==> config.mk <==
export PLATFORM = sky130hd
export DESIGN_NAME = gate_window_unit
export DESIGN_NICKNAME = d
export VERILOG_FILES = /design/src/rtl/gate_window_pkg.sv /design/src/rtl/gate_op_alu.sv /design/src/rtl/gate_window_unit.sv
export SDC_FILE = /design/constraint.sdc
export NUM_CORES = 1
export LEC_CHECK = 0
export ABC_CLOCK_PERIOD_IN_PS = 2800
export BUFFER_PORTS_ARGS = -buffer_cell sky130_fd_sc_hd__buf_4
export CAP_MARGIN = 20
export CORE_MARGIN = 1.5
export CORE_UTILIZATION = 53
export DETAILED_ROUTE_END_ITERATION = 16
export PLACE_DENSITY = 0.77
export SETUP_SLACK_MARGIN = 0.02
export SLEW_MARGIN = 20
export SYNTH_ARGS = -nofsm -noshare
export SYNTH_HDL_FRONTEND = slang
export SYNTH_SLANG_ARGS = --single-unit
==> constraint.sdc <==
create_clock -name clk -period 2.8 [get_ports clk]
set_clock_uncertainty 0.2 [all_clocks]
set_input_delay 0.56 -clock clk [delete_from_list [all_inputs] [get_ports clk]]
set_output_delay 0.56 -clock clk [all_outputs]
set_load 0.02 [all_outputs]
==> src/rtl/gate_window_pkg.sv <==
// Shared types and the bitwise window-reduction helper for gate_window_unit and
// its combinational logic-op ALU.
package gate_window_pkg;

  typedef enum logic [2:0] {
    OP_AND    = 3'd0,
    OP_OR     = 3'd1,
    OP_XOR    = 3'd2,
    OP_NAND   = 3'd3,
    OP_NOR    = 3'd4,
    OP_XNOR   = 3'd5,
    OP_PASS_A = 3'd6,
    OP_NOT_A  = 3'd7
  } op_e;

  typedef enum logic [1:0] {
    RED_AND  = 2'd0,
    RED_OR   = 2'd1,
    RED_XOR  = 2'd2,
    RED_RSVD = 2'd3
  } red_e;

  typedef enum logic {
    IDLE  = 1'b0,
    ACCUM = 1'b1
  } state_e;

  // Folds one result bit into one accumulator bit; the reserved code acts as OR.
  function automatic logic red_apply(input logic acc, input logic r, input red_e red);
    case (red)
      RED_AND: return acc & r;
      RED_XOR: return acc ^ r;
      default: return acc | r;
    endcase
  endfunction

endpackage

==> src/rtl/gate_op_alu.sv <==
// Purely combinational WIDTH-bit, 8-operation bitwise logic unit.
module gate_op_alu
  import gate_window_pkg::*;
#(
  parameter int WIDTH = 8
) (
  input  logic [WIDTH-1:0] a,
  input  logic [WIDTH-1:0] b,
  input  logic [2:0]       op,
  output logic [WIDTH-1:0] r
);

  // NOTE: every output of an always_comb gets a default first so no path can infer a latch.
  always_comb begin
    r = '0;
    case (op_e'(op))
      OP_AND:    r = a & b;
      OP_OR:     r = a | b;
      OP_XOR:    r = a ^ b;
      OP_NAND:   r = ~(a & b);
      OP_NOR:    r = ~(a | b);
      OP_XNOR:   r = ~(a ^ b);
      OP_PASS_A: r = a;
      OP_NOT_A:  r = ~a;
      default:   r = '0;
    endcase
  end

endmodule

==> src/rtl/gate_window_unit.sv <==
// Bitwise logic unit with per-sample and WINDOW-sample accumulate modes.
// Optional out_parity port is enabled by defining GATE_WINDOW_PARITY_EN.
module gate_window_unit
  import gate_window_pkg::*;
#(
  parameter int WIDTH  = 8,
  parameter int WINDOW = 4,
  parameter int CNT_W  = $clog2(WINDOW + 1)
) (
  input  logic             clk,
  input  logic             rst,
  input  logic             in_valid,
  input  logic [WIDTH-1:0] in_a,
  input  logic [WIDTH-1:0] in_b,
  input  logic [2:0]       op,
  input  logic [1:0]       red,
  input  logic             mode,
  input  logic             flush,
  output logic             out_valid,
  output logic [WIDTH-1:0] out_data,
  output logic [CNT_W-1:0] out_count
`ifdef GATE_WINDOW_PARITY_EN
  ,
  output logic             out_parity
`endif
);

  state_e           state_q, state_d;
  logic [CNT_W-1:0] cnt_q, cnt_d;
  logic [WIDTH-1:0] acc_q, acc_d;
  logic [2:0]       op_q, op_d;
  red_e             red_q, red_d;

  logic [2:0]       alu_op;
  logic [WIDTH-1:0] r;
  logic [WIDTH-1:0] fold;
  logic             emit;
  logic [WIDTH-1:0] emit_data;
  logic [CNT_W-1:0] emit_cnt;

  // Inside a window the op latched with the first sample is used, not the live input.
  assign alu_op = (state_q == ACCUM) ? op_q : op;

  gate_op_alu #(.WIDTH(WIDTH)) u_alu (
    .a  (in_a),
    .b  (in_b),
    .op (alu_op),
    .r  (r)
  );

  always_comb begin
    fold = '0;
    for (int i = 0; i < WIDTH; i++) begin
      fold[i] = red_apply(acc_q[i], r[i], red_q);
    end
  end

  always_comb begin
    state_d   = state_q;
    cnt_d     = cnt_q;
    acc_d     = acc_q;
    op_d      = op_q;
    red_d     = red_q;
    emit      = 1'b0;
    emit_data = out_data;
    emit_cnt  = out_count;

    case (state_q)
      IDLE: begin
        if (in_valid) begin
          if (!mode) begin
            emit      = 1'b1;
            emit_data = r;
            emit_cnt  = CNT_W'(1);
          end else begin
            op_d    = op;
            red_d   = red_e'(red);
            acc_d   = r;
            cnt_d   = CNT_W'(1);
            state_d = ACCUM;
          end
        end
      end

      ACCUM: begin
        if (in_valid) begin
          acc_d = fold;
          cnt_d = cnt_q + CNT_W'(1);
        end
        // A sample arriving with flush is folded in before the partial window is emitted.
        if ((in_valid && (cnt_d == CNT_W'(WINDOW))) || flush) begin
          emit      = 1'b1;
          emit_data = acc_d;
          emit_cnt  = cnt_d;
          acc_d     = '0;
          cnt_d     = '0;
          state_d   = IDLE;
        end
      end

      default: state_d = IDLE;
    endcase
  end

  // NOTE: registered state uses non-blocking assignments so every flop samples pre-edge values.
  always_ff @(posedge clk) begin
    if (rst) begin
      state_q   <= IDLE;
      cnt_q     <= '0;
      acc_q     <= '0;
      op_q      <= '0;
      red_q     <= RED_AND;
      out_valid <= 1'b0;
      out_data  <= '0;
      out_count <= '0;
    end else begin
      state_q   <= state_d;
      cnt_q     <= cnt_d;
      acc_q     <= acc_d;
      op_q      <= op_d;
      red_q     <= red_d;
      out_valid <= emit;
      out_data  <= emit_data;
      out_count <= emit_cnt;
    end
  end

`ifdef GATE_WINDOW_PARITY_EN
  always_ff @(posedge clk) begin
    if (rst) begin
      out_parity <= 1'b0;
    end else if (emit) begin
      out_parity <= ^emit_data;
    end
  end
`endif

endmodule
==> results of run 1 <==
## critical path: stages (launching register included)
cell	delay, ns
dfxtp_4	0.37
buf_12	0.12
buf_12	0.10
mux4_2	0.49
nor2b_1	0.14
o32a_1	0.31
o221ai_4	0.11
ha_4	0.24
mux2_4	0.26
o211ai_1	0.25
nand2_1	0.14
a32oi_2	0.25
o22ai_1	0.09
## per-stage QoR
stage | total power, uW | hold WS [ns] | area, um2
3_5_place_dp | 1170 | 0.263 | 3740
2_1_floorplan | 906 | 0.266 | 2990
6_report | 1650 | 0.274 | 4190
4_1_cts | 1580 | 0.275 | 4050
5_1_grt | 1730 | 0.287 | 4190
3_3_place_gp | 1140 | 0.255 | 3740
## power by group through the flow
stage               clock, uW  sequential [uW]  combinational (uW)
detailed placement          0              492                 680
CTS                       338              484                 759
floorplan                   0              496                 410
finish                    336              488                 830
global placement            0              491                 648
global route              353              493                 887
## cells in the mapped netlist (all sizes together) (2+ instances only)
master | number | area share (%)
o211a | 3 | 1.0
mux2i | 20 | 7.6
dfxtp | 29 | 20
o22ai | 9 | 1.9
nor2b | 5 | 1.1
nand2 | 25 | 3.3
xnor2 | 2 | 0.61
inv | 42 | 5.5
a21oi | 22 | 4.2
a21o | 4 | 1.0
mux4 | 3 | 2.3
a211oi | 10 | 2.8
ha | 33 | 14
buf | 11 | 2.6
o21ai | 15 | 2.6
mux2 | 13 | 5.3
o32a | 3 | 1.0
and2 | 3 | 0.65
nand3 | 4 | 0.69
o211ai | 16 | 4.3
o221ai | 7 | 3.0
or2b | 2 | 0.52
nand2b | 6 | 1.3
a311oi | 8 | 2.6
clkbuf | 8 | 1.0
nor2 | 23 | 3.0
a221oi | 6 | 2.3
## state kept, by name (all words and copies together), names as in the netlist
name,flops
acc_q,8
state_q,1
op_q,3
cnt_q,3
red_q,2
out_valid,1
out_data,8
out_count,3
## routing by layer
layer	vias to the layer above	GRT usage, %	routed length (um)
met5	-	0	0
met2	145	52.8	4700
met1	1510	34.2	3650
li1	1448	-	-
met4	0	12.4	177
met3	19	5.12	536
## layout make-up
| type | instances | share of cell area (%) |
|---|---|---|
| sequential | 29 | 13.9 |
| tap | 70 | 2.09 |
| multi-input combinational | 253 | 55.4 |
| inverter | 42 | 4.47 |
| timing repair buffer | 111 | 22.2 |
| clock buffer | 8 | 1.91 |
## worst paths after layout
kind,slack (ns),depth (start not counted),end,start
setup / recovery,-0.42,12,out_data[1],state_q
hold / removal,0.27,2,out_data[3],out_data[3]
setup reg to reg,-0.42,12,out_data[1],state_q
hold reg to reg,0.27,2,out_data[3],out_data[3]
## cells in the final DEF, fill, tap and decap left out, types with 5 or more instances in the layout
cell type,instances
o211ai_1,15
ha_1,26
nand2b_1,6
nand2_1,24
o22ai_1,5
inv_1,31
ha_4,7
a21oi_1,15
nor2_1,23
mux2i_1,13
a21oi_2,6
dfxtp_1,28
clkbuf_8,5
buf_6,7
mux2_4,8
a211oi_1,8
buf_4,99
inv_6,6
inv_2,5
o21ai_1,11
## repair_timing
action,in CTS,in global routing
hold buffers,0,0
resized for setup,25,27
pin swaps,37,22
gates cloned,2,0
setup buffers,9,4
setup endpoints to repair,16,17
## kinds of logic after synthesis
family          Yosys count  share of synthesized area (%)
flops                    29                           20.1
fa+ha+maj                33                           14.3
compound gates          110                           28.9
mux                      36                           15.3
xor+xnor                  2                          0.607
simple gates             72                           11.7
buf+inv                  61                           9.10
==> run_results.csv, run 1 <==
group,metric,value,unit
power,power_switching,612,uW
power,p_clk_share,20.3,%
power,seq_power_share,29.5,%
logic_synthesis,avgSynthCellArea,8.42,um2
drt,wl_per_cell,17.7,um
cells_and_area,ff_latch_area,584,um2
clocking,clock_sinks,29,
logic_synthesis,synth_edf_count,0,
grt,grt-ovfl-total,0,
logic_synthesis,synth_warnings,0,
logic_synthesis,yosysSeqAreaShare,20.1,%
placement,numPortBuffers,37,
grt,grtUsageTotal,29.5,%
worst_setup_path,crit_type,"flip-flop to flip-flop",
timing,rsz0062_at_grt,"true",
clocking,cts_root_buf,"clkbuf_8",
power,swShare,37.0,%
power,leakage,0.00187,uW
drt,drt_wl_total,9070,um
clocking,clockBufferDepth,2,
drt,drc,0,
timing,period_minus_slack,3.22,ns
timing,max_freq,0.311,GHz
logic_synthesis,ys_async_sr_fraction,0,%
placement,place_inst,492,
floorplan,die_h,76.8,um
floorplan,dieArea,5900,um2
grt,antenna_found_initial,0,
timing,finalCritPeriodShare,115,%
clocking,cts_buffers,5,
outcome,outcome,"complete, but fails checks",
cells_and_area,n_antenna_cell,0,
cells_and_area,final_core_util,81.1,%
timing,fin_tns_setup,-4.47,ns
placement,globalplace.congestion,0.830,
power,p_int,1040,uW
grt,grt_pass1_wl,14000,um
cells_and_area,final_cells,513,
drt,dr_total_vias,3122,
logic_synthesis,syn_nets,402,
logic_synthesis,ys_ff_latch,29,
cells_and_area,fin_nets,501,
cells_and_area,fill_cells,306,
timing,hold_viol_final,0,
worst_setup_path,critPathLaunchType,"flip-flop",
cells_and_area,multiInputGateArea,2320,um2
logic_synthesis,ys_types,54,
outcome,violations,"setup timing",
worst_setup_path,endpoint_kind,"flip-flop",
floorplan,start_util,55.8,%
timing,slew_viol_final,0,
floorplan,die_w,76.8,um
floorplan,ios,38,
clocking,cts_tree,"built",
drt,dr.pass1.iters,5,
worst_hold_path,min_path_type,"flip-flop to flip-flop",
cells_and_area,area_growth_syn_to_layout,45.2,%
placement,pre_cts_ws,-0.474,ns
power,combPwrFrac,50.2,%
drt,drt_iter0_markers,252,
clocking,clkTransAtPathRegs,0.06,ns
cells_and_area,drive_gt1_share,42.2,%
logic_synthesis,syn_area,2890,um2
clocking,htreeDepth,2,
power,peakVddDrop,287,uV
floorplan,rows,26,
worst_setup_path,crit_required,2.76,ns
placement,dp_hpwl,5770,um
worst_setup_path,arrival,3.17,ns
worst_setup_path,cp_max_fo,4,
timing,setup_viol,16,
drt,viasPerCell,6.09,
clocking,clk_latency,0.28,ns
floorplan,core_area,5170,um2
flow_run,drv_cap,0,
timing,worstMarginPinSlew,0.852,ns
timing,relSlewSlack,42.9,%
timing,fin_ws,-0.416,ns
logic_synthesis,synth_flop_cell,"dfxtp_1",
logic_synthesis,netlist_instances,343,
power,p_per_area,395,nW/um2
drt,ant_nets,0,
grt,grt_max_degree,27,
grt,grt_pass1_vias,3035,
No activity file was read; power rests on OpenSTA's default activity.
==> inputs of run 2 (changes only) <==
--- a/config.mk
+++ b/config.mk
@@ -11,7 +11,7 @@
 export CORE_MARGIN = 1.5
 export CORE_UTILIZATION = 53
 export DETAILED_ROUTE_END_ITERATION = 16
-export PLACE_DENSITY = 0.77
+export PLACE_DENSITY = 0.82
 export SETUP_SLACK_MARGIN = 0.02
 export SLEW_MARGIN = 20
 export SYNTH_ARGS = -nofsm -noshare
==> run 2 against run 1 <==
Compared with the run above: the flow still finishes with violations (setup timing); highest routed layer unchanged; register-to-register slack lost 0.05 ns; hold slack got worse by 0.0091 ns; fmax shrank 1.5%; flip-flop and latch count unchanged; largest power group unchanged; critical path type unchanged; total power up 4.1%.
==> run_results.csv, run 2 (synthesized netlist as in run 1, its figures left out) <==
group,metric,value,unit
worst_setup_path,path_cells,"buf_6, mux2_4, o211ai_1, a21oi_1, a311oi_2, inv_1, ha_1, mux2_4, o211ai_1, nand2_1, a32o_1, a22o_1",
power,peakVddDrop,361,uV
worst_setup_path,arrival,3.24,ns
cells_and_area,n_antenna_cell,0,
clocking,clkTransAtPathRegs,0.06,ns
worst_setup_path,slowest_delay,0.41,ns
cells_and_area,drive_gt1_share,43.3,%
grt,grt_pass1_wl,14200,um
timing,finalCritPeriodShare,117,%
drt,ant_nets,0,
drt,viasPerCell,6.33,
power,seq_power_share,28.5,%
flow_run,drv_cap,0,
drt,dr_total_vias,3267,
cells_and_area,final_cells,516,
worst_setup_path,crit_required,2.78,ns
timing,worstMarginPinSlew,1.20,ns
power,swShare,37.0,%
grt,grt_pass1_vias,3090,
outcome,violations,"setup timing",
timing,relSlewSlack,20.3,%
placement,numPortBuffers,37,
power,p_int,1080,uW
worst_setup_path,cp_max_fo,6,
power,power_switching,638,uW
cells_and_area,reg.largest.list,"acc_q (8), out_data (8)",
timing,max_freq,0.306,GHz
placement,dp_hpwl,5730,um
timing,fin_tns_setup,-4.18,ns
timing,rsz0062_at_grt,"true",
timing,hold_viol_final,0,
cells_and_area,final_common_cell,"buf_4",
cells_and_area,ff_latch_area,586,um2
timing,fin_ws,-0.465,ns
drt,dr.pass1.iters,5,
clocking,clock_sinks,29,
clocking,htreeDepth,2,
placement,globalplace.congestion,0.910,
clocking,clk_latency,0.29,ns
clocking,cts_root_buf,"clkbuf_8",
grt,antenna_found_initial,0,
grt,grt_max_degree,31,
power,p_clk_share,22.7,%
cells_and_area,design_area,4160,um2
timing,setup_viol,16,
drt,wl_per_cell,19.4,um
floorplan,die_h,76.8,um
power,leakage,0.00188,uW
drt,drt_iter0_markers,314,
floorplan,ios,38,
drt,drc,0,
floorplan,rows,26,
clocking,cts_tree,"built",
worst_setup_path,slowest_stage,"dfxtp_4",
cells_and_area,mostFrequentLayoutCells,"buf_4, inv_1, ha_1, dfxtp_1, nand2_1",
placement,place_inst,491,
power,p_per_area,414,nW/um2
cells_and_area,fin_nets,504,
grt,grtUsageTotal,29.2,%
floorplan,core_area,5170,um2
floorplan,dieArea,5900,um2
worst_hold_path,min_path_type,"flip-flop to flip-flop",
cells_and_area,multiInputGateArea,2340,um2
worst_setup_path,crit_type,"flip-flop to flip-flop",
placement,pre_cts_ws,-0.481,ns
timing,slew_viol_final,0,
cells_and_area,fill_cells,304,
outcome,outcome,"complete, but fails checks",
clocking,cts_buffers,5,
timing,period_minus_slack,3.26,ns
drt,drt_wl_total,10000,um
grt,grt-ovfl-total,0,
floorplan,die_w,76.8,um
floorplan,start_util,55.8,%
worst_setup_path,critPathLaunchType,"flip-flop",
clocking,cts_hold_buf,0,
cells_and_area,area_growth_syn_to_layout,44.2,%
clocking,clockBufferDepth,2,
placement,placed_area,3690,um2
power,p_total,1720,uW
worst_setup_path,endpoint_kind,"flip-flop",
power,combPwrFrac,48.8,%
==> run 2: changes by cell type in the layout (fill, tap and decap cells not counted), moves of 2 or more <==
cell and delta:
clkbuf_8 +2, a21oi_2 -2, buf_6 -3, a21oi_1 +2, clkbuf_1 -3, buf_4 +10
nor2b_1 -2, nor2b_4 +2, buf_12 -4
==> run 2: stage by stage <==
stage / hold slack, ns / utilization, %
after floorplan: 0.266 / -
after global placement: 0.251 / 71.4
after detailed placement: 0.259 / 71.4
after CTS: 0.268 / 76.1
after global routing: 0.296 / 80.5
final: 0.265 / 80.5
==> run 2: repair_timing <==
item                       4_1_cts  5_1_grt
gates cloned                     1        0
buffers inserted                 8        8
pin swaps                       21       30
setup endpoints to repair       16       16
gates resized for setup         13       34
==> run 2: routing by layer <==
metal | track usage (%) | wire [um]
met3 | 4.88 | 602
met2 | 51.7 | 4950
met4 | 10.9 | 446
met1 | 35.2 | 4020
met5 | 0 | 0
==> run 2: final cells by class <==
class / count / area share, %
multi-input combinational: 254 / 56.1
clock inverter: 1 / 0.120
sequential: 29 / 14.1
clock buffer: 7 / 2.31
timing repair buffer: 113 / 20.7
inverter: 42 / 4.51
tap: 70 / 2.10
==> run 2: critical path: cells and delay by family, from the launching register on <==
family / cells / cell delay [ns]
AO/OA/AOI/OAI: 6 / 1.28
buffers and inverters: 2 / 0.24
flip-flops: 1 / 0.41
AND/OR/NAND/NOR: 1 / 0.11
multiplexers: 2 / 0.63
adder cells (fa/ha/maj): 1 / 0.28
==> run 2: worst paths after layout <==
kind | from | end | slack (ns) | depth (start not counted)
max | state_q | out_data[2] | -0.46 | 12
min | out_data[6] | out_data[6] | 0.26 | 2
max reg2reg | state_q | out_data[2] | -0.46 | 12
min reg2reg | out_data[6] | out_data[6] | 0.26 | 2
==> run 2: power groups by stage <==
stage | clock network [uW] | registers [uW] | logic [uW]
floorplan | 0 | 496 | 410
global placement | 0 | 492 | 634
detailed placement | 0 | 494 | 664
CTS | 390 | 486 | 714
global route | 413 | 496 | 890
finish | 391 | 492 | 840
==> inputs of run 3 (changes only) <==
--- a/config.mk
+++ b/config.mk
@@ -9,11 +9,11 @@
 export BUFFER_PORTS_ARGS = -buffer_cell sky130_fd_sc_hd__buf_4
 export CAP_MARGIN = 20
 export CORE_MARGIN = 1.5
-export CORE_UTILIZATION = 53
+export CORE_UTILIZATION = 40
 export DETAILED_ROUTE_END_ITERATION = 16
-export PLACE_DENSITY = 0.82
 export SETUP_SLACK_MARGIN = 0.02
 export SLEW_MARGIN = 20
 export SYNTH_ARGS = -nofsm -noshare
 export SYNTH_HDL_FRONTEND = slang
 export SYNTH_SLANG_ARGS = --single-unit
+export TNS_END_PERCENT = 5
==> run 3 against run 2 <==
Compared with the run above: the flow still finishes with violations (setup timing); flip-flop and latch count unchanged; count of clock-buffer cells in the layout is the same; routed wire length decreased by 22%; via count is 12% lower; total power decreased by 7.3%; non-clock buffer count decreased by 8; cell area decreased by 4.4%; clock power fell by 1%; largest cell class unchanged; highest routed layer unchanged.
==> run_results.csv, run 3 (synthesized netlist as in run 1, its figures left out) <==
group,metric,value,unit
outcome,outcome,"complete, but fails checks",
outcome,violations,"setup timing",
timing,fin_tns_setup,-1.93,ns
clocking,cts_root_buf,"clkbuf_8",
power,p_per_area,401,nW/um2
worst_setup_path,critPathLaunchType,"flip-flop",
drt,met2_length,3720,um
clocking,htreeDepth,2,
timing,rsz0062_at_grt,"true",
worst_setup_path,crit_required,2.75,ns
drt,dr_wl_met3,220,um
timing,finalCritPeriodShare,108,%
clocking,cts_tree,"built",
clocking,clk_latency,0.28,ns
cells_and_area,design_area,3980,um2
clocking,clkTransAtPathRegs,0.07,ns
floorplan,die_h,88.0,um
clocking,cts_buffers,5,
cells_and_area,final_common_cell,"buf_4",
drt,drc,0,
placement,placed_area,3700,um2
drt,drt_iter0_markers,178,
grt,antenna_found_initial,0,
grt,grt_pass1_wl,12900,um
power,peakVddDrop,170,uV
timing,slew_viol_final,0,
floorplan,rows,30,
floorplan,core_area,6870,um2
drt,drt_wl_total,7760,um
timing,max_freq,0.331,GHz
drt,met1Wirelength,3660,um
placement,dp_hpwl,5720,um
cells_and_area,fin_nets,495,
worst_setup_path,cp_max_fo,4,
floorplan,dieArea,7740,um2
placement,numPortBuffers,37,
flow_run,drv_cap,0,
drt,wl_per_cell,14.6,um
cells_and_area,final_cells,533,
drt,dr.pass1.iters,4,
placement,globalplace.congestion,0.847,
cells_and_area,fill_cells,647,
drt,dr_total_vias,2884,
grt,grt_max_degree,29,
worst_hold_path,min_path_type,"flip-flop to flip-flop",
floorplan,ios,38,
timing,period_minus_slack,3.02,ns
grt,grtUsageTotal,21.0,%
drt,viasPerCell,5.41,
cells_and_area,area_growth_syn_to_layout,37.9,%
cells_and_area,mostFrequentLayoutCells,"buf_4, inv_1, ha_1",
worst_setup_path,arrival,2.97,ns
grt,grt-ovfl-total,0,
floorplan,die_w,88.0,um
cells_and_area,drive_gt1_share,37.5,%
timing,fin_worst_hold_slack,0.265,ns
floorplan,start_util,42.0,%
grt,grt_pass1_vias,2822,
clocking,clock_sinks,29,
clocking,clockBufferDepth,2,
cells_and_area,reg.largest.list,"acc_q (8), out_data (8)",
drt,highest_layer,"met4",
worst_setup_path,crit_type,"flip-flop to flip-flop",
timing,hold_viol_final,0,
timing,relSlewSlack,60.9,%
clocking,cts_hold_buf,0,
drt,ant_nets,0,
worst_setup_path,endpoint_kind,"flip-flop",
timing,setup_viol,16,
placement,place_inst,519,
power,leakage,0.00181,uW
cells_and_area,n_antenna_cell,0,
timing,fin_ws,-0.224,ns
timing,worstMarginPinSlew,0.586,ns
[run 3: path summary, 6_finish.rpt]
check              start           to  slack, ns  depth (start not counted)
max              state_q  out_data[1]      -0.22                         11
min reg2reg  out_data[6]  out_data[6]       0.26                          2
min          out_data[6]  out_data[6]       0.26                          2
max reg2reg      state_q  out_data[1]      -0.22                         11
[run 3: layout make-up]
class | count | area [um2] | share of cell area (%)
Multi-Input combinational cell | 253 | 2170 | 54.5
Timing Repair Buffer | 105 | 847 | 21.3
Sequential cell | 29 | 584 | 14.7
Inverter | 42 | 158 | 3.96
Tap cell | 96 | 120 | 3.02
Clock buffer | 7 | 96.3 | 2.42
Clock inverter | 1 | 5.00 | 0.126
[run 3: timing repair]
| item | CTS | global route |
|---|---|---|
| buffers inserted | 2 | 3 |
| resized for setup | 14 | 14 |
| pin swaps | 18 | 9 |
| setup endpoints to repair | 16 | 16 |
[run 3: power by group]
part / internal (uW) / switching, uW
clock network: 222 / 165
logic: 366 / 359
registers: 448 / 37.2
[run 3: critical path: stages (launching register included)]
cell	delay, ns
dfxtp_4	0.39
buf_6	0.11
mux4_2	0.49
nor2b_4	0.14
o32a_1	0.36
o221ai_4	0.12
ha_4	0.25
mux2_4	0.25
o211ai_1	0.21
nand2_1	0.09
a32oi_1	0.20
o22ai_1	0.08
[run 3: stage by stage]
step / util (%) / setup slack [ns] / power [uW]
after floorplan: - / -0.185 / 886
after global placement: 53.8 / -0.444 / 1130
after detailed placement: 53.8 / -0.441 / 1150
after CTS: 56.6 / -0.223 / 1570
after global routing: 58.0 / -0.341 / 1700
final: 58.0 / -0.224 / 1600
[run 3: metal layers]
metal	vias up	global-route usage, %
met3	14	3.02
met1	1376	27.2
met4	0	7.79
li1	1440	-
met5	-	0
met2	54	35.3
